`config.mk`:
```
export PLATFORM = sky130hd
export DESIGN_NAME = fifo_wr_feeder
export DESIGN_NICKNAME = d
export VERILOG_FILES = /design/src/rtl/fifo_wr_feeder.sv
export SDC_FILE = /design/constraint.sdc
export NUM_CORES = 1
export LEC_CHECK = 0
export CORE_MARGIN = 2
export CORE_UTILIZATION = 40
export CTS_CLUSTER_SIZE = 25
export DETAILED_ROUTE_END_ITERATION = 8
export PLACE_DENSITY = 0.72
export SYNTH_ARGS = -nofsm -noshare
export SYNTH_HDL_FRONTEND = slang
export SYNTH_SLANG_ARGS = --single-unit
```
`constraint.sdc`:
```
create_clock -name w_clk -period 2.3 [get_ports w_clk]
set_clock_uncertainty 0.15 [all_clocks]
set_input_delay 0.46 -clock w_clk [delete_from_list [all_inputs] [get_ports w_clk]]
set_output_delay 0.46 -clock w_clk [all_outputs]
set_load 0.005 [all_outputs]
```
`src/rtl/fifo_wr_feeder.sv`:
```
// fifo_wr_feeder: write-domain front end of the async FIFO.
// Skid-buffers a valid/ready stream and paces winc against wfull.
module fifo_wr_feeder #(
  parameter int DATA_WIDTH  = 8,
  parameter bit SAFE_GAP    = 1'b1,
  parameter int STALL_LIMIT = 64
) (
  input  logic                  w_clk,
  input  logic                  w_rst,
  input  logic                  s_valid,
  input  logic [DATA_WIDTH-1:0] s_data,
  input  logic                  s_last,
  output logic                  s_ready,
  input  logic                  wfull,
  output logic                  winc,
  output logic [DATA_WIDTH-1:0] wdata,
  output logic                  pkt_done,
  output logic [15:0]           word_cnt,
  output logic [7:0]            pkt_cnt,
  output logic                  stall_err,
  input  logic                  clr_err
);

  typedef enum logic [1:0] {
    IDLE,
    XFER,
    GAP,
    BLOCKED
  } state_t;

  localparam logic        GAP_EN = SAFE_GAP;
  localparam logic [15:0] LIMIT  = 16'(STALL_LIMIT);

  state_t state, state_nx;

  logic [DATA_WIDTH-1:0] buf_data [2];
  logic [1:0]            buf_last;
  logic                  head;
  logic [1:0]            count, count_nx;
  logic                  winc_q;
  logic [15:0]           stall_cnt;

  logic pending;
  logic accept;
  logic gap;
  logic tail;
  logic stalled;
  logic stall_hit;

  assign pending   = count != 2'd0;
  assign s_ready   = count != 2'd2;
  assign accept    = s_valid & s_ready;
  assign gap       = GAP_EN & winc_q;
  // wfull is registered upstream, so winc must react to it combinationally
  assign winc      = pending & ~wfull & ~gap;
  assign wdata     = pending ? buf_data[head] : '0;
  assign pkt_done  = winc & buf_last[head];
  assign tail      = head ^ count[0];
  assign stalled   = pending & wfull;
  assign stall_hit = stalled && (stall_cnt == LIMIT - 16'd1);

  always_comb begin
    count_nx = count;
    unique case ({accept, winc})
      2'b10:   count_nx = count + 2'd1;
      2'b01:   count_nx = count - 2'd1;
      default: count_nx = count;
    endcase
  end

  always_comb begin
    state_nx = state;
    unique case (state)
      IDLE: begin
        if (count_nx != 2'd0) state_nx = XFER;
      end
      XFER: begin
        if (winc && GAP_EN)         state_nx = GAP;
        else if (stalled)           state_nx = BLOCKED;
        else if (count_nx == 2'd0)  state_nx = IDLE;
      end
      GAP: begin
        if (count_nx == 2'd0) state_nx = IDLE;
        else if (wfull)       state_nx = BLOCKED;
        else                  state_nx = XFER;
      end
      BLOCKED: begin
        if (!wfull) state_nx = XFER;
      end
      default: state_nx = IDLE;
    endcase
  end

  always_ff @(posedge w_clk) begin
    if (!w_rst) begin
      state       <= IDLE;
      count       <= 2'd0;
      head        <= 1'b0;
      winc_q      <= 1'b0;
      buf_data[0] <= '0;
      buf_data[1] <= '0;
      buf_last    <= 2'b00;
      word_cnt    <= 16'd0;
      pkt_cnt     <= 8'd0;
      stall_cnt   <= 16'd0;
      stall_err   <= 1'b0;
    end else begin
      state  <= state_nx;
      count  <= count_nx;
      winc_q <= winc;
      if (winc) begin
        head     <= ~head;
        word_cnt <= word_cnt + 16'd1;
        if (buf_last[head]) pkt_cnt <= pkt_cnt + 8'd1;
      end
      if (accept) begin
        buf_data[tail] <= s_data;
        buf_last[tail] <= s_last;
      end
      if (!stalled)               stall_cnt <= 16'd0;
      else if (stall_cnt != LIMIT) stall_cnt <= stall_cnt + 16'd1;
      // a fresh stall outranks a simultaneous clear
      if (stall_hit)    stall_err <= 1'b1;
      else if (clr_err) stall_err <= 1'b0;
    end
  end

endmodule

```
# ---- Word-level counts from Yosys, hierarchy flattened
# Memories as Yosys holds them, arrays and structs flattened. A register that Yosys moved wholly into a read port is not among the register bits.
# Index checks and enable logic that the tools add are counted.
# W data, S select, Z words.
dict set report classes {
  n_eq_ne 5
  order_cmp 3
  muxes 18
  n_addsub 5
  reduce_logical 8
  bitwise 9
}
# cell n
set op_table {}
lappend op_table {{$add A16 B1 Y16 const B} 2}
lappend op_table {{$eq A16 B6 Y1 const B} 1}
lappend op_table {{$mux W8} 2}
lappend op_table {{$ne A16 B7 Y1 const B} 1}
lappend op_table {{$mux W1} 13}
lappend op_table {{$add A8 B1 Y8 const B} 1}
lappend op_table {{$reduce_or A8 Y1} 1}
lappend op_table {{$reduce_bool A2 Y1} 3}
lappend op_table {{$and A1 B1 Y1} 5}
lappend op_table {{$lt A1 B2 Y1 const B} 2}
lappend op_table {{$pmux W2 S2} 1}
lappend op_table {{$reduce_and A2 Y1} 2}
lappend op_table {{$not A1 Y1} 3}
lappend op_table {{$add A2 B1 Y2 const B} 1}
lappend op_table {{$bwmux W2} 1}
lappend op_table {{$eq A2 B1 Y1 const B} 1}
lappend op_table {{$eq A2 B2 Y1 const B} 1}
lappend op_table {{$logic_and A1 B1 Y1} 2}
lappend op_table {{$ne A2 B2 Y1 const B} 1}
lappend op_table {{$sub A2 B1 Y2 const B} 1}
lappend op_table {{$demux W1 S1} 1}
lappend op_table {{$ge A1 B1 Y1 const B} 1}
lappend op_table {{$xor A1 B1 Y1} 1}
dict set report word_totals {
  register_bits 47
  out_inout_bits 36
  input_bits 14
  elab_cells 57
  mem_bits_rw 16
  n_memories 1
}
# name depth word_bits rd rd_ports_with_merged_regs write_ports line
set mem_list {}
lappend mem_list {buf_data 2 8 1 1 2 36} ;# logic [DATA_WIDTH-1:0] buf_data [2];

# ---- Longest topological paths before layout
# Gate-level depths: netlist of run 1.
dict set report depth {
  depth_word 7
  ltp_mapped 7
  mapped_depth_nobuf 6
}

# ---- Least setup slack after synthesis of run 1
# No wires, ideal clock.
dict set report synth_timing {
  path_kind {input to register}
  start {input port wfull}
  end {register count[1]}
  path_buffers 1
  t_required_ns 2.080
  arrival_ns 1.937
  setup_time_ns 0.070
  path_slack_ns 0.143
  cell_stages 6
  cell_sequence {or2_1 > buf_6 > nor2_1 > ha_1 > or3_1 > a21oi_1}
}
dict set report synth_via {
  elab_chain_len 5
  elab_cells_between_ends 7
  cone_classes {2 x eq/ne; 1 x mux; 3 x bitwise; 1 x reduce/logical}
}
# item line
set synth_rtl {}
lappend synth_rtl {{start, declared} 14} ;# input logic wfull,
lappend synth_rtl {{$not A1 Y1 (*)} 55} ;# assign winc = pending & ~wfull & ~gap;
lappend synth_rtl {{$and A1 B1 Y1 (*) (2 in a row)} 55}
lappend synth_rtl {{named net winc} 15} ;# output logic winc,
lappend synth_rtl {{$eq A2 B1 Y1 / $eq A2 B2 Y1 (equally long branches)} 64} ;# unique case ({accept, winc})
lappend synth_rtl {{$pmux W2 S2 / $reduce_bool A2 Y1 (equally long branches)} --}
lappend synth_rtl {{end signal, assigned} 109} ;# count <= count_nx;
lappend synth_rtl {{end, declared} 39} ;# logic [1:0] count, count_nx;
# The timed path passes the listed nets; every way through them passes the cells marked *.
# A chain may end at the register's enable or synchronous reset.

# ---- Worst setup path in the final report of run 1
dict set report layout_timing {
  start {input port wfull}
  end {output port pkt_done}
}
dict set report layout_via {
  elab_chain_len 4
}
# item line
set layout_rtl {}
lappend layout_rtl {{$not A1 Y1} 55}
lappend layout_rtl {{$and A1 B1 Y1 (2 in a row)} 55}
lappend layout_rtl {{$and A1 B1 Y1} 57} ;# assign pkt_done = winc & buf_last[head];
lappend layout_rtl {{end, declared} 17} ;# output logic pkt_done,
# Every way passes these cells.

==> impl_metrics.yaml, run 1 <==
critical_path:
  timing.rr.start: "word_cnt[5]"
  crit_required_ps: 1690
  rrSetupSlack_ps: 260
  cp_max_fo: 2
  r2r-end: "word_cnt[11]"
  worstPathArrival_ps: 1610
  rr_worst_depth: 4
  critical_path_class: "in2out"
  start_kind: "primary input"
  end_kind: "output port"
global_route:
  grt_pass1_vias: 2299
  grt_max_degree: 15
  overflow: 0
  grt_pass1_wl_um: 10400
  antenna_found_initial: 0
  gr-usage-all-layers_pct: 15.9
yosys:
  synth-main-ff-cell: "dfxtp_1"
  synth_area_leaders: "dfxtp_1 33%, edfxtp_1 16%, mux2i_1 5.8%"
  yosysMostFrequentCell: "dfxtp_1"
  synthCells: 313
  syn_nets: 332
  yosys.area.top_type: "dfxtp_1"
  synth.distinct_cells: 36
  ys_seq_elements: 64
  synth_top_area_share_pct: 32.6
  synth_xor_area_share_pct: 7.72
  synth_common_cells: "48 x dfxtp_1, 44 x nor2_1, 19 x nand2_1, 19 x nand3_1"
  synth_mux_area_share_pct: 5.77
  synth_compound_area_share_pct: 5.30
  synth_edf_count: 16
  synthSimpleGateAreaFrac_pct: 27.4
  synthArstFlopShare_pct: 0
  ys_seq_area_share_pct: 48.8
  synthAdderAreaFrac_pct: 2.12
  synth_top_family_by_area: "simple AND/OR/NAND/NOR gates"
  ys.warnings.count: 0
  syn_area_per_cell_um2: 9.43
  syn_area_um2: 2950
min_path:
  worstHoldStart: "stall_err"
  hold-path-endpoint: "stall_err"
  hold_class: "reg2reg"
  min_path_cells: 2
placed_design:
  place_hpwl_um: 4570
  dp_slack_ps: -429
  io_buffers: 49
  gp_congestion: 0.737
  place_inst: 471
routing:
  first_pass_iters: 4
  drt_wl_total_um: 6170
  viasPerCell: 4.99
  drt-initial-drc-count: 81
  wl_per_cell_um: 12.7
  ant_nets: 0
  vias: 2430
  drc: 0
floorplan:
  dieWidth_um: 89.9
  io_pins: 50
  rows: 31
  design.die.area_um2: 8080
  die_h_um: 89.9
  start_util_pct: 40.9
  core_um2: 7210
timing:
  setup_violations: 0
  hold_viol_final: 0
  slew_viol_final: 0
  hold_ws_ps: 306
  max_freq_mhz: 450
  rsz0062_at_grt: "false"
  period_minus_slack_ps: 2220
  tightest_slew_ps: 434
  timing.final.crit_share_pct: 96.7
  slew_headroom_pct: 71.0
  worst_slack_ps: 76.4
final_layout:
  fillers: 677
  regArea_um2: 1440
  area_growth_pct: 31.5
  layout.nets: 402
  drive_gt1_share_pct: 11.9
  multi_input_area_um2: 1440
  final_core_util_pct: 53.8
  instances_no_fill: 487
  insertedDiodeCount: 0
power_and_ir_drop:
  leakagePower_nw: 1.38
  power_density_nw_per_um2: 816
  vdd_drop_max_uv: 522
clock_network:
  cts_tree: "yes"
  clock_latency_ps: 330
  ctsLongestPathBuffers: 2
  clkTransAtPathRegs_ps: 70
  htree_levels: 3
  cts_hold_buffers: 0
  clock-sinks: 64
  numCtsBuffers: 9
  cts-root-buf: "clkbuf_8"
outcome:
  outcome: "finished, final reports clean"
job:
  drv_cap: 0
## cells by family (layout without fill, tap and decap cells)
kind of cell               count (synthesis)  count (layout)
DFF                                       64              64
buffers and inverters                     20              95
AOI/OAI and AO/OA                         27              27
and+or+nand+nor                          154             154
adders and majority gates                  5               5
xor gates and xnor gates                  26              26
muxes                                     17              17
## layer usage
layer  GRT usage [%]  up-vias  part of all wire (%)
li1                -     1243                     -
met1            19.8     1143                    47
met2            26.2       40                    48
met3            4.36        4                   3.7
met4            6.28        0                   1.3
met5               0        -                     0
## repair_timing
item | CTS | global route
gates resized for setup | 5 | 4
endpoints found under the setup margin | 10 | 6
endpoints found under the hold margin | 0 | 0
pin swaps | 1 | 0
cloned | 0 | 0
buffers inserted | 0 | 0
## worst max path at each step
| stage | from | endpoint | slack, ps | cells past startpoint |
|---|---|---|---|---|
| 6_report | wfull | pkt_done | 80 | 5 |
| 3_3_place_gp | wfull | pkt_done | -460 | 5 |
| 5_1_grt | head | pkt_done | 20 | 4 |
| 2_1_floorplan | wfull | count[1] | 140 | 6 |
| 4_1_cts | head | pkt_done | 20 | 4 |
| 3_5_place_dp | wfull | pkt_done | -430 | 5 |
## layout make-up
cell class | count | area share, %
inverters | 7 | 0.677
clock buffers | 10 | 3.29
repair buffers | 72 | 17.0
clock inverters | 6 | 1.55
flip-flops and latches | 64 | 37.2
multi-input cells | 229 | 37.1
well taps | 99 | 3.19
## worst max-delay path, stage by stage
cell           delay, ps
dlygate4sd2_1        270
or2_1                230
or3_4                380
inv_1                 60
dlygate4sd2_1        220
## power by group
group          total [mW]  switching, mW  internal (mW)
clock network       0.910          0.415          0.495
registers            1.41         0.0945           1.31
logic               0.847          0.405          0.442
total                3.17          0.915           2.25
## registers in the layout, indices dropped and copies added, names as in the netlist, named ones only
name	flops
buf_data	16
stall_cnt	16
word_cnt	16
pkt_cnt	8
buf_last	2
count	2
gap	1
head	1
stall_err	1
## placed cells by master (no fill, tap or decap), drive strengths merged, types with 2 or more instances in the layout
| cell | synthesis | layout |
|---|---|---|
| and4 | 3 | 3 |
| or3 | 8 | 8 |
| a21oi | 11 | 11 |
| or2 | 2 | 2 |
| nand3 | 19 | 19 |
| nand2 | 19 | 19 |
| dfxtp | 48 | 48 |
| clkbuf | 10 | 10 |
| o31ai | 6 | 6 |
| and2 | 17 | 17 |
| or4 | 7 | 7 |
| xor2 | 12 | 12 |
| mux2i | 17 | 17 |
| nor4 | 7 | 7 |
| and3 | 4 | 4 |
| o21ai | 8 | 8 |
| buf | 3 | 23 |
| nor4b | 3 | 3 |
| nand2b | 4 | 4 |
| nor2 | 44 | 44 |
| nor3 | 6 | 6 |
| edfxtp | 16 | 16 |
| ha | 5 | 5 |
| dlygate4sd2 | 0 | 3 |
| clkdlybuf4s50 | 0 | 46 |
| xnor2 | 14 | 14 |
| inv | 7 | 7 |
| nand4 | 6 | 6 |
| clkinv | 0 | 4 |
## per-stage QoR
step | instance area, µm² | setup TNS [ps] | total power, mW
floorplan | 2950 | 0 | 1.88
global placement | 3680 | -2610 | 2.25
detailed placement | 3680 | -2620 | 2.27
CTS | 3870 | 0 | 3.18
global route | 3880 | 0 | 3.36
finish | 3880 | 0 | 3.17
(Power assumes the default switching activity.)
==> inputs of run 2 (changes only) <==
GPL_ROUTABILITY_DRIVEN = 1   (was default)
==> results of run 2 <==
Same layout as run 1: the final DEF is identical, and so are final timing and power.
==> RTL edit 1: new RTL, flow settings as in run 2 <==
The parameter `STALL_LIMIT` goes from 64 to 32.
--- a/src/rtl/fifo_wr_feeder.sv
+++ b/src/rtl/fifo_wr_feeder.sv
@@ -3,7 +3,7 @@
 module fifo_wr_feeder #(
   parameter int DATA_WIDTH  = 8,
   parameter bit SAFE_GAP    = 1'b1,
-  parameter int STALL_LIMIT = 64
+  parameter int STALL_LIMIT = 32
 ) (
   input  logic                  w_clk,
   input  logic                  w_rst,
Function: no difference found for any inputs over 10 cycles, from zero or initial values and one cycle with w_rst low; that may be too few to reach the edited logic, so the function may still have changed.
==> RTL edit 1 against run 2 <==
Synthesized cell count is 0.96% higher. Sequential share of layout area is 0.072 points lower. Cell area is 0.19% higher. Synthesized area is 0.21% lower. Sequential cell count stayed put. Global-route usage is 0.41 points lower. Count of clock-buffer cells in the layout stayed put. Setup slack better by 0.028 ns. Total power is 8.1% higher. Utilization is 0.40 points higher. Routed wire length is 0.65% higher. Largest power group unchanged.
==> RTL edit 1: results <==
export IMPL_arrival_ns=1.59
export IMPL_synthMuxAreaShare=0.0612
export IMPL_dpl_hpwl_um=4350
export IMPL_yosysSeqAreaShare=0.489
export IMPL_rr_endpoint="word_cnt[14]"
export IMPL_critPathMaxFanout=8
export IMPL_wire_per_inst_um=12.8
export IMPL_grt_pass1_wl_um=10300
export IMPL_top_regs="buf_data: 16 flops, stall_cnt: 16 flops, word_cnt: 16 flops"
export IMPL_hold_path_startpoint="word_cnt[15]"
export IMPL_yosys_top_cells_count="dfxtp_1 (48), nor2_1 (43), nand2_1 (21)"
export IMPL_drive_above_1_share=0.106
export IMPL_grt_max_degree=28
export IMPL_tightest_slew_ns=0.517
export IMPL_htree_num_levels=3
export IMPL_place_congestion=0.825
export IMPL_cts_buffers=9
export IMPL_synth_xor_area_share=0.0654
export IMPL_clkTransAtPathRegs_ns=0.08
export IMPL_grt_pass1_vias=2331
export IMPL_cts_setup_buffers=0
export IMPL_syn_num_nets=335
export IMPL_status="complete, no violations"
export IMPL_yosysUniqueCellTypes=40
export IMPL_drt_initial_drc_count=107
export IMPL_crit_reg2reg_launch="gap"
export IMPL_grt_usage=0.154
export IMPL_dp_slack_ns=-0.352
export IMPL_max_clock_path_buffers=2
export IMPL_synth_top_family_by_area="simple AND/OR/NAND/NOR gates"
export IMPL_via_per_inst=5.03
export IMPL_avgSynthCellArea_um2=9.32
export IMPL_synth_compound_area_share=0.0654
export IMPL_synth_area_leaders="dfxtp_1 (33%), edfxtp_1 (16%), mux2i_1 (6.1%)"
export IMPL_switching_share=0.276
export IMPL_hold_end="word_cnt[15]"
export IMPL_r2r_cells=5
export IMPL_stdcell_count=487
export IMPL_slowest_stage="clkdlybuf4s50_1"
export IMPL_dr_pass1_iters=4
export IMPL_reg2reg_slack_ns=0.24
export IMPL_slowest_delay_ns=0.51
export IMPL_vdd_drop_max_uv=334
export IMPL_synth_fa_ha_area_frac=0.0212
export IMPL_total_leakage_power_nw=1.40
-- RTL edit 1: cell types whose count changed after synthesis, sizes merged, moves of 2 or more --
| cell | delta |
|---|---|
| clkbuf | -2 |
| nand4 | -2 |
| o21ai | +4 |
| or3 | +3 |
| nand3 | -2 |
| nor3 | +2 |
| xor2 | -5 |
| nor4 | +2 |
| inv | +2 |
| nand2b | +2 |
| nand2 | +2 |
| or4 | -4 |
| o31ai | -4 |
| and3 | -2 |
-- RTL edit 1: area by class of cell --
class | count | area (um2)
fillers | 644 | 3290
flip-flops and latches | 64 | 1440
multi-input cells | 231 | 1430
repair buffers | 67 | 624
clock buffers | 10 | 128
well taps | 99 | 124
clock inverters | 6 | 108
inverters | 10 | 37.5
-- RTL edit 1: power by group through the flow --
stage	Clock [mW]	Combinational, mW	Sequential (mW)
2_1_floorplan	0	0.487	1.39
3_3_place_gp	0	0.859	1.40
3_5_place_dp	0	0.871	1.41
4_1_cts	1.17	0.877	1.38
5_1_grt	1.22	0.970	1.41
6_report	1.16	0.869	1.39
-- RTL edit 1: repair_timing --
item / 4_1_cts / 5_1_grt
gates resized for setup: 7 / 2
pin swaps: 2 / 0
endpoints found under the hold margin: 0 / 0
setup endpoints to repair: 10 / 8
-- RTL edit 1: stage by stage --
stage	cell area [um2]	hold WS, ns
detailed placement	3640	0.313
finish	3890	0.320
global route	3890	0.334
floorplan	2950	0.296
CTS	3880	0.322
global placement	3640	0.304
-- RTL edit 1: worst max-delay path by stage --
stage / start / to / slack [ns] / depth (start not counted)
6_report: count[0] / wdata[1] / 0.10 / 4
5_1_grt: flip-flop / wdata[3] / 0.02 / 4
4_1_cts: count[0] / wdata[1] / 0.02 / 4
3_5_place_dp: wfull / pkt_done / -0.35 / 5
3_3_place_gp: wfull / pkt_done / -0.35 / 5
2_1_floorplan: wfull / count[1] / 0.14 / 6
-- RTL edit 1: worst max-delay path, delay by kind of cell (launching register included) --
| kind | cells | cell delay, ns |
|---|---|---|
| buffers and inverters | 2 | 0.68 |
| DFF | 1 | 0.37 |
| and+or+nand+nor | 2 | 0.19 |
-- RTL edit 1: kinds of logic after synthesis --
| group | count (synthesis) |
|---|---|
| xor gates and xnor gates | 22 |
| adders and majority gates | 5 |
| and+or+nand+nor | 153 |
| muxes | 18 |
| AOI/OAI and AO/OA | 33 |
| DFF | 64 |
| buffers and inverters | 21 |
-- RTL edit 1: metal layers --
metal,track usage,vias to the layer above,part of all wire
li1,-,1240,-
met1,0.187,1161,0.46
met2,0.265,41,0.49
met3,0.0461,10,0.040
met4,0.0487,0,0.013
met5,0,-,0
==> RTL edit 2: new RTL, flow settings as in run 2 <==
Without the edit above. Put one more register stage on the output `word_cnt`, cleared by the reset. The value now appears one clock later. The other outputs are not delayed to match.
--- a/src/rtl/fifo_wr_feeder.sv
+++ b/src/rtl/fifo_wr_feeder.sv
@@ -30,6 +30,8 @@
 
   localparam logic        GAP_EN = SAFE_GAP;
   localparam logic [15:0] LIMIT  = 16'(STALL_LIMIT);
+
+  logic [15:0] word_cnt_s0;
 
   state_t state, state_nx;
 
@@ -100,7 +102,7 @@
       buf_data[0] <= '0;
       buf_data[1] <= '0;
       buf_last    <= 2'b00;
-      word_cnt    <= 16'd0;
+      word_cnt_s0 <= 16'd0;
       pkt_cnt     <= 8'd0;
       stall_cnt   <= 16'd0;
       stall_err   <= 1'b0;
@@ -110,7 +112,7 @@
       winc_q <= winc;
       if (winc) begin
         head     <= ~head;
-        word_cnt <= word_cnt + 16'd1;
+        word_cnt_s0 <= word_cnt_s0 + 16'd1;
         if (buf_last[head]) pkt_cnt <= pkt_cnt + 8'd1;
       end
       if (accept) begin
@@ -125,5 +127,13 @@
     end
   end
 
+  always_ff @(posedge w_clk) begin
+    if (!w_rst) begin
+      word_cnt <= '0;
+    end else begin
+      word_cnt <= word_cnt_s0;
+    end
+  end
+
 endmodule
 
Check against the original RTL: not equivalent (a bounded check fails within 4 cycles, from zero or initial values and one cycle with w_rst low).
==> RTL edit 2 against run 2 <==
Routed wire length grew 2.4%. Total power up 18%. Synthesized area rose by 12%. Sequential cell count up 16. Largest power group unchanged. Combinational power down 5.2%. Cell area up 11%. Setup slack improved by 0.028 ns. Non-clock buffer count decreased by 3. Critical endpoint is now wdata[0].
==> RTL edit 2: results <==
export IMPL_status="complete, no violations"
export IMPL_avgSynthCellArea_um2=9.78
export IMPL_wl_met2_um=3110
export IMPL_wire_per_inst_um=12.2
export IMPL_tightest_slew_ns=0.446
export IMPL_wl_met3_um=250
export IMPL_grt_pass1_vias=2355
export IMPL_place_inst=498
export IMPL_grt_max_degree=20
export IMPL_stdcell_count=517
export IMPL_clk_insertion_delay_late_ns=0.35
export IMPL_dpl_hpwl_um=4560
export IMPL_placed_cell_area_um2=4010
export IMPL_wl_met1_um=2820
export IMPL_arrival_ns=1.59
export IMPL_slowest_stage="clkdlybuf4s50_1"
export IMPL_syn_num_nets=358
export IMPL_drt_initial_drc_count=136
export IMPL_via_per_inst=4.97
export IMPL_critPathMaxFanout=8
export IMPL_grt_pass1_wl_um=10500
export IMPL_yosysSeqAreaShare=0.531
export IMPL_place_congestion=0.804
export IMPL_portBuffers=49
export IMPL_total_leakage_power_nw=1.56
export IMPL_hold_class="flip-flop to flip-flop"
export IMPL_yosys_top_cells_count="dfxtp_1 (64), nor2_1 (48), and2_1 (32)"
export IMPL_slowest_delay_ns=0.51
export IMPL_vdd_drop_max_uv=350
export IMPL_yosysUniqueCellTypes=34
export IMPL_grt_usage=0.151
export IMPL_fin_nets=426
export IMPL_drive_above_1_share=0.121
RTL edit 2: cell types whose count changed after synthesis, moves of 4 or more:
| cell | delta |
|---|---|
| mux2_2 | +5 |
| nand4_1 | +4 |
| mux2i_1 | -4 |
| xor2_1 | -4 |
| nor2_1 | +4 |
| dfxtp_1 | +16 |
| nand2_1 | -6 |
| and2_1 | +15 |
RTL edit 2: cell type report:
class	instances	area (um2)
clock inverters	6	115
well taps	105	131
repair buffers	69	638
inverters	8	30.0
multi-input cells	239	1490
fillers	725	3830
flip-flops and latches	80	1770
clock buffers	10	128
RTL edit 2: kinds of logic after synthesis:
| group | count (synthesis) | share of synthesized area |
|---|---|---|
| AND/OR/NAND/NOR | 167 | 0.264 |
| flip-flops | 80 | 0.531 |
| XOR/XNOR | 25 | 0.0660 |
| AO/OA/AOI/OAI | 24 | 0.0385 |
| buffers and inverters | 20 | 0.0257 |
| multiplexers | 18 | 0.0562 |
| adder cells (fa/ha/maj) | 5 | 0.0189 |
RTL edit 2: path summary, 6_finish.rpt:
kind / start / to / slack, ns / cells after the start
worst max register to register: word_cnt_s0[0] / word_cnt_s0[12] / 0.31 / 5
worst max-delay path: count[1] / wdata[0] / 0.10 / 4
worst min register to register: stall_err / stall_err / 0.32 / 2
worst min-delay path: stall_err / stall_err / 0.32 / 2
RTL edit 2: worst max-delay path: cells and delay by family (launching register included):
family                 cells  cell delay (ns)
buffers and inverters      2             0.67
flip-flops                 1             0.38
AND/OR/NAND/NOR            2             0.18
RTL edit 2: power breakdown:
group          internal [mW]  switching [mW]
Clock                  0.729           0.502
Combinational          0.429           0.373
Sequential              1.60           0.104
Total                   2.76           0.979
RTL edit 2: per-stage QoR:
step / worst slack, ns / setup TNS (ns)
after floorplan: 0.164 / 0
after global placement: -0.191 / -1.35
after detailed placement: -0.196 / -1.68
after CTS: 0.00852 / 0
after global routing: 0.0110 / 0
final: 0.105 / 0
RTL edit 2: what timing repair did:
action                                 4_1_cts  5_1_grt
endpoints found under the hold margin        0        0
setup endpoints to repair                   10        7
pin swaps                                    1        0
resized for setup                           11        2
buffers inserted                             0        3
RTL edit 2: routing by layer:
layer | global-route usage | vias to the layer above
met5 | 0 | -
met4 | 0.0966 | 0
met3 | 0.0451 | 11
met2 | 0.230 | 43
met1 | 0.186 | 1202
li1 | - | 1312
